<file path="config.mk">
export PLATFORM = sky130hd
export DESIGN_NAME = fetch_sequencer
export DESIGN_NICKNAME = d
export VERILOG_FILES = /design/src/rtl/fetch_sequencer.sv
export SDC_FILE = /design/constraint.sdc
export NUM_CORES = 1
export LEC_CHECK = 0
export CORE_ASPECT_RATIO = 0.8
export CORE_MARGIN = 3
export CORE_UTILIZATION = 55
export DETAILED_ROUTE_END_ITERATION = 10
export DONT_BUFFER_PORTS = 1
export GPL_TIMING_DRIVEN = 0
export PLACE_DENSITY = 0.69
export SYNTH_ARGS = -nofsm -noshare
export SYNTH_HDL_FRONTEND = slang
export SYNTH_SLANG_ARGS = --single-unit
</file>
<file path="constraint.sdc">
create_clock -name clk -period 2.2 [get_ports clk]
set_input_delay 0.22 -clock clk [delete_from_list [all_inputs] [get_ports clk]]
set_output_delay 0.22 -clock clk [all_outputs]
set_load 0.01 [all_outputs]
</file>
<file path="src/rtl/fetch_sequencer.sv">
// fetch_sequencer: PC issue over DIR/ack, result capture over DOR/ack into a show-ahead FIFO
// Optional PC tagging of results when FETCH_SEQ_TAG_EN is defined (res_pc tied to 0 otherwise).
// Ports:
//   clk, reset                      clock, synchronous active-high reset
//   enable                          allow new issues
//   redirect_valid, redirect_pc     load redirect target as next issue PC
//   pipe_dir, pipe_data_in          request + PC toward pipeline
//   pipe_ack_in                     pipeline accepted the PC
//   pipe_dor, pipe_data_out         pipeline result available
//   pipe_ack_out                    1-cycle pulse: result captured
//   res_valid, res_data, res_pc     FIFO head (show-ahead)
//   res_ready                       consumer pops head
//   outstanding                     issued but not yet captured
//   err_spurious                    sticky: capture with nothing outstanding
module fetch_sequencer #(
   parameter int ADDR_W = 32,
   parameter int DATA_W = 32,
   parameter int FIFO_DEPTH = 4,
   parameter logic [ADDR_W-1:0] PC_STEP = 1,
   parameter logic [ADDR_W-1:0] RESET_PC = 0
) (
   input  logic                            clk,
   input  logic                            reset,
   input  logic                            enable,
   input  logic                            redirect_valid,
   input  logic [ADDR_W-1:0]               redirect_pc,
   output logic                            pipe_dir,
   output logic [ADDR_W-1:0]               pipe_data_in,
   input  logic                            pipe_ack_in,
   input  logic                            pipe_dor,
   input  logic [DATA_W-1:0]               pipe_data_out,
   output logic                            pipe_ack_out,
   output logic                            res_valid,
   output logic [DATA_W-1:0]               res_data,
   output logic [ADDR_W-1:0]               res_pc,
   input  logic                            res_ready,
   output logic [$clog2(FIFO_DEPTH):0]     outstanding,
   output logic                            err_spurious
);
   localparam int PW = $clog2(FIFO_DEPTH);
   localparam int CW = PW + 1;
   typedef enum logic [1:0] {ISSUE_IDLE, ISSUE_REQ, ISSUE_RELEASE} issue_t;
   typedef enum logic {CAP_WAIT, CAP_ACKED} cap_t;
   issue_t is_q, is_d;
   cap_t cs_q, cs_d;
   logic [ADDR_W-1:0] pc_q, pc_d, din_q, din_d, pend_pc_q, pend_pc_d;
   logic pend_q, pend_d, err_q, err_d;
   logic [CW-1:0] out_q, out_d, cnt_q, cnt_d;
   logic [PW-1:0] wr_q, rd_q;
   logic [DATA_W-1:0] mem [FIFO_DEPTH];
   logic credit, issue_ack, push, pop, full;

   assign full = cnt_q == CW'(FIFO_DEPTH);
   assign credit = ({1'b0, out_q} + {1'b0, cnt_q}) < (CW+1)'(FIFO_DEPTH);
   assign push = cs_q == CAP_WAIT && pipe_dor && !full;
   assign pop = res_valid && res_ready;
   assign pipe_dir = is_q == ISSUE_REQ;
   assign pipe_data_in = din_q;
   assign pipe_ack_out = cs_q == CAP_ACKED;
   assign res_valid = cnt_q != '0;
   assign res_data = res_valid ? mem[rd_q] : '0;
   assign outstanding = out_q;
   assign err_spurious = err_q;

   // A redirect arriving during REQ is parked and applied at ack; a redirect
   // on the ack cycle itself wins over an older parked one.
   always_comb begin
      is_d = is_q;
      pc_d = pc_q;
      din_d = din_q;
      pend_d = pend_q;
      pend_pc_d = pend_pc_q;
      issue_ack = 1'b0;
      case (is_q)
         ISSUE_IDLE: begin
            if (enable && credit) begin
               din_d = pc_q;
               is_d = ISSUE_REQ;
            end
            if (redirect_valid) pc_d = redirect_pc;
         end
         ISSUE_REQ: begin
            if (redirect_valid) begin
               pend_d = 1'b1;
               pend_pc_d = redirect_pc;
            end
            if (pipe_ack_in) begin
               issue_ack = 1'b1;
               pc_d = pend_d ? pend_pc_d : pc_q + PC_STEP;
               pend_d = 1'b0;
               is_d = ISSUE_RELEASE;
            end
         end
         ISSUE_RELEASE: begin
            if (redirect_valid) pc_d = redirect_pc;
            if (!pipe_ack_in) is_d = ISSUE_IDLE;
         end
         default: is_d = ISSUE_IDLE;
      endcase
   end

   always_comb begin
      cs_d = push ? CAP_ACKED : CAP_WAIT;
      out_d = (issue_ack && !push) ? out_q + CW'(1) :
              (push && !issue_ack && out_q != '0) ? out_q - CW'(1) : out_q;
      err_d = err_q | (push && out_q == '0);
      cnt_d = (push && !pop) ? cnt_q + CW'(1) : (pop && !push) ? cnt_q - CW'(1) : cnt_q;
   end

   always_ff @(posedge clk) begin
      if (reset) begin
         is_q <= ISSUE_IDLE;
         cs_q <= CAP_WAIT;
         pc_q <= RESET_PC;
         din_q <= '0;
         pend_q <= 1'b0;
         pend_pc_q <= '0;
         out_q <= '0;
         cnt_q <= '0;
         err_q <= 1'b0;
         wr_q <= '0;
         rd_q <= '0;
      end else begin
         is_q <= is_d;
         cs_q <= cs_d;
         pc_q <= pc_d;
         din_q <= din_d;
         pend_q <= pend_d;
         pend_pc_q <= pend_pc_d;
         out_q <= out_d;
         cnt_q <= cnt_d;
         err_q <= err_d;
         if (push) wr_q <= wr_q + PW'(1);
         if (pop) rd_q <= rd_q + PW'(1);
      end
   end

   always_ff @(posedge clk) begin
      if (push) mem[wr_q] <= pipe_data_out;
   end

`ifdef FETCH_SEQ_TAG_EN
   logic [ADDR_W-1:0] tag_mem [FIFO_DEPTH];
   logic [ADDR_W-1:0] pc_mem [FIFO_DEPTH];
   logic [PW-1:0] tw_q, tr_q;

   // Tag head advances only on legitimate captures; a spurious capture copies a stale tag.
   always_ff @(posedge clk) begin
      if (reset) begin
         tw_q <= '0;
         tr_q <= '0;
      end else begin
         if (issue_ack) tw_q <= tw_q + PW'(1);
         if (push && out_q != '0) tr_q <= tr_q + PW'(1);
      end
   end

   always_ff @(posedge clk) begin
      if (issue_ack) tag_mem[tw_q] <= din_q;
      if (push) pc_mem[wr_q] <= tag_mem[tr_q];
   end

   assign res_pc = res_valid ? pc_mem[rd_q] : '0;
`else
   assign res_pc = '0;
`endif
endmodule

</file>
==> impl_results.rst <==
.. list-table::
   :header-rows: 1

   * - Metric
     - Value
   * - Global-route wire length before repair
     - 42.4 mm
   * - Number of top-level pins
     - 174
   * - Tmin final
     - 2.18 ns
   * - Antenna diode instance count
     - 0
   * - Proportion of total power due to net switching
     - 0.306
   * - Run status
     - complete, no violations
   * - Yosys warnings
     - 0
   * - Max clock buf depth
     - 3
   * - Chain of cells forming the critical path
     - or3_4 > nand2_2 > ha_2 > inv_1 > fa_1 > xor2_1 > or3_1 > a21oi_1
   * - Hold slack final
     - 0.0279 ns
   * - Launch instance of the worst register-to-register path
     - cnt_q[1]
   * - Setup TNS
     - 0 ns
   * - Clock latency on the worst-skew pair
     - between 0.5 and 0.6 ns
   * - Clock edge transition at the registers on the reported setup and hold paths
     - 0.06 ns
   * - Kind of end point of the critical path
     - flip-flop
   * - CTS root buffer
     - clkbuf_16
   * - Combinational family with the most area after synthesis
     - simple AND/OR/NAND/NOR gates
   * - Class of the most critical hold timing path
     - primary input to flip-flop
   * - Overall track demand over capacity in global routing
     - 0.255
   * - Die Height
     - 131 µm
   * - Critical path start-end classification
     - flip-flop to flip-flop
   * - Leak pwr
     - between 0.004 and 0.005 µW
   * - Std-Cell Rows
     - 45
   * - Maximum VDD drop
     - 0.706 mV
   * - Worst hold start
     - pipe_dor
   * - Crit share post-route
     - 0.990
   * - Total power per unit cell area
     - 1030 mW/mm²
   * - Clock net sink count
     - roughly 240
   * - Slew margin rel.
     - 0.424
   * - Core ar.
     - 0.0190 mm²
   * - Clock tree from TritonCTS
     - done
   * - Remaining antenna violation count after routing
     - 0
   * - Port Buffers
     - 0
   * - Routability-driven placement congestion ratio
     - approximately 0.91
   * - Number of nets in the layout
     - 1,143
   * - Placed wire-length estimate
     - 18.9 mm
   * - Final Setup Violations
     - 0
   * - Pin slew with the least headroom to its limit
     - 0.864 ns
   * - Routed WL
     - roughly 27 mm
   * - Adder-cell area share of the yosys netlist
     - 0.0131
   * - DRC
     - 0
   * - Share of total power in sequential cells
     - 0.441
   * - Number of hold violations in the final report
     - 0
   * - Number of buffers created by CTS
     - 24
   * - Syn_area_per_cell
     - about 11 µm²
   * - Max H-tree Level
     - 1
   * - Number of enable flip-flop cells after synthesis
     - about 130
   * - Predominant post-synthesis flop cell
     - edfxtp_1
   * - Number of violations of the max-capacitance limit
     - 0
   * - Req. time, crit path
     - 2.63 ns
   * - Dpl cell area
     - approximately 0.011 mm²
   * - Total net switching power
     - 4000 µW
   * - DR pass1 iterations
     - 5
   * - Area share of and/or/nand/nor cells after synthesis
     - 0.152
   * - Pins Over Slew Limit
     - 0
   * - Distinct cell type count of the synthesized netlist
     - 75
   * - Horizontal die dimension
     - 162 µm
   * - Clock power frac
     - 0.304
   * - Kind of start point of the critical path
     - flip-flop
   * - Number of antenna violations at the first check in global routing
     - 0
   * - Area Growth Syn to Fin
     - 18.7%
   * - Crit-path max FO
     - 8
   * - Total number of vias
     - roughly 8,000
   * - Fraction of power consumed by combinational cells
     - 0.255
   * - Max Clk Rate
     - 0.459 GHz
   * - Data arrival time of the critical path
     - 2.61 ns
   * - Compound-gate portion of the synthesized area
     - 0.0992
   * - Overall die area
     - 0.0212 mm²
   * - Int Pwr
     - 9060 µW
   * - Unrepaired setup endpoints after global routing
     - true
   * - Clock skew
     - 0.0152 ns
   * - Post-layout util
     - 0.669
   * - Slowest library cell on the worst path
     - or3_4
   * - Cell area after synthesis
     - 0.0107 mm²
   * - Share of synthesized area spent on multiplexers
     - 0.103
   * - Fin area
     - roughly 0.013 mm²
   * - Fraction of registers with async set or reset after synthesis
     - 0
   * - Sequential fraction of the synthesis area
     - 0.569
   * - Layout cell share with drive strength beyond 1
     - 0.154
   * - Startpoint of the worst setup timing path
     - cnt_q[1]
   * - Average routed wire per standard cell
     - 20.4 µm
   * - Gate count after technology mapping
     - 937
   * - Highest cell delay on the worst timing path
     - 0.42 ns
   * - Flip-flop and latch count after synthesis
     - roughly 240
   * - Synthesized-area fraction occupied by xor and xnor cells
     - 0.0122
   * - Starting Density
     - 0.564
   * - Global-route congestion overflow total
     - 0
   * - Number of vias per cell
     - 5.89
   * - Number of DRC markers in iteration 0
     - 834
   * - Vias in the first global route
     - 7,564
   * - Pin count of the biggest net entering global routing
     - 33
[layout make-up]
cell class | instances | area (µm²)
timing repair buffer | 72 | 708
sequential | 241 | 6120
inverter | 10 | 37.5
clock inverter | 12 | 106
multi-input combinational | 626 | 4240
clock buffer | 32 | 652
fill | 1499 | 6300
tap | 258 | 323
buffer | 87 | 547
[cell families after synthesis]
group                      count (synthesis)
DFF                                      241
buffers and inverters                    101
adders and majority gates                 10
and+or+nand+nor                          332
other                                      1
xor gates and xnor gates                  15
muxes                                     70
AOI/OAI and AO/OA                        167
[synth_stat cells (all sizes together) (3+ instances only)]
cell,n,share of area
edfxtp,128,0.36
nand2,116,0.041
dfxtp,113,0.21
nor2,75,0.027
a21oi,68,0.032
buf,54,0.035
mux2i,38,0.035
clkbuf,37,0.013
and2,35,0.020
mux4,32,0.067
o21ai,30,0.014
nand3,27,0.014
nor3,16,0.0084
and3,14,0.0082
nand4,12,0.0076
o211ai,12,0.0084
xor2,12,0.0098
inv,9,0.0031
or3,9,0.0052
ha,8,0.0093
a211oi,7,0.0049
nor4,6,0.0055
o311ai,6,0.0049
nand2b,5,0.0029
a22oi,4,0.0028
a311oi,4,0.0033
nor2b,4,0.0023
a21o,3,0.0021
a221oi,3,0.0025
a31oi,3,0.0018
o221ai,3,0.0025
or2,3,0.0018
xnor2,3,0.0025
[cells in the final DEF, fill, tap and decap left out, types with 4 or more instances in the layout]
master and n:
xor2_1 12, mux2i_1 38, a22oi_1 4, and2_1 34, nand3_2 4, clkinv_1 6
conb_1 32, clkinvlp_2 4, o21ai_0 27, nor4_1 4, clkbuf_1 33, o311ai_0 4
nand3_1 23, buf_2 10, o211ai_1 12, edfxtp_1 128, nor3_1 14, buf_4 38
a211oi_1 7, mux4_2 32, and3_1 10, nor2_1 71, a21oi_1 67, dfxtp_1 107
clkbuf_2 7, clkbuf_16 25, nand2b_1 5, nand2_1 114, nand4_1 11, a311oi_1 4
inv_1 9, dlygate4sd3_1 67, ha_1 6, buf_6 6, and3_2 4, or3_1 8
[routing by layer]
layer	share of wire	track usage
met3	0.10	0.0687
met4	0.024	0.0612
met1	0.44	0.374
met5	0	0
met2	0.43	0.380
[worst max-delay path, delay by kind of cell (launching register included)]
kind                     cells  cell delay [ns]
XOR/XNOR                     1             0.15
buffers and inverters        1             0.05
AO/OA/AOI/OAI                1             0.14
AND/OR/NAND/NOR              3             0.84
adder cells (fa/ha/maj)      2             0.55
flip-flops                   1             0.36
[repair_timing]
item / 4_1_cts / 5_1_grt
endpoints found under the setup margin: 35 / 63
hold buffers: 67 / 0
gates resized for setup: 22 / 26
pin swaps: 2 / 2
buffers inserted: 2 / 3
hold endpoints to repair: 181 / 0
[registers in the layout, summed over array words and instances (netlist names), named ones only]
name and flops:
pc_q 32, pipe_data_in 32, is_q 2, outstanding 3, mem 128, wr_q 2, err_spurious 1, pipe_ack_out 1
pend_pc_q 32, rd_q 2, pend_q 1, cnt_q 3
[path summary, 6_finish.rpt]
| path | end | slack [ns] | cells after the start |
|---|---|---|---|
| min | pipe_ack_out | 0.03 | 2 |
| min reg2reg | pend_pc_q[17] | 0.45 | 2 |
| max reg2reg | cnt_q[2] | 0.02 | 8 |
| max | cnt_q[2] | 0.02 | 8 |
[power by group through the flow]
stage / combinational, µW / clock [µW] / sequential [µW]
finish: 3330 / 3970 / 5760
global placement: 3070 / 0 / 5800
CTS: 3310 / 4020 / 5740
detailed placement: 3120 / 0 / 5810
global route: 3640 / 4210 / 5830
floorplan: 2440 / 0 / 5660
[metrics by stage]
stage | power [µW] | setup slack [ns] | instances
3_3_place_gp | 8870 | -0.385 | 1226
6_report | 13100 | 0.0223 | 1338
4_1_cts | 13100 | 0.00434 | 1335
5_1_grt | 13700 | -0.0928 | 1338
3_5_place_dp | 8930 | -0.250 | 1226
2_1_floorplan | 8100 | 0.0230 | 968
Power figures use the tool's default switching activity.
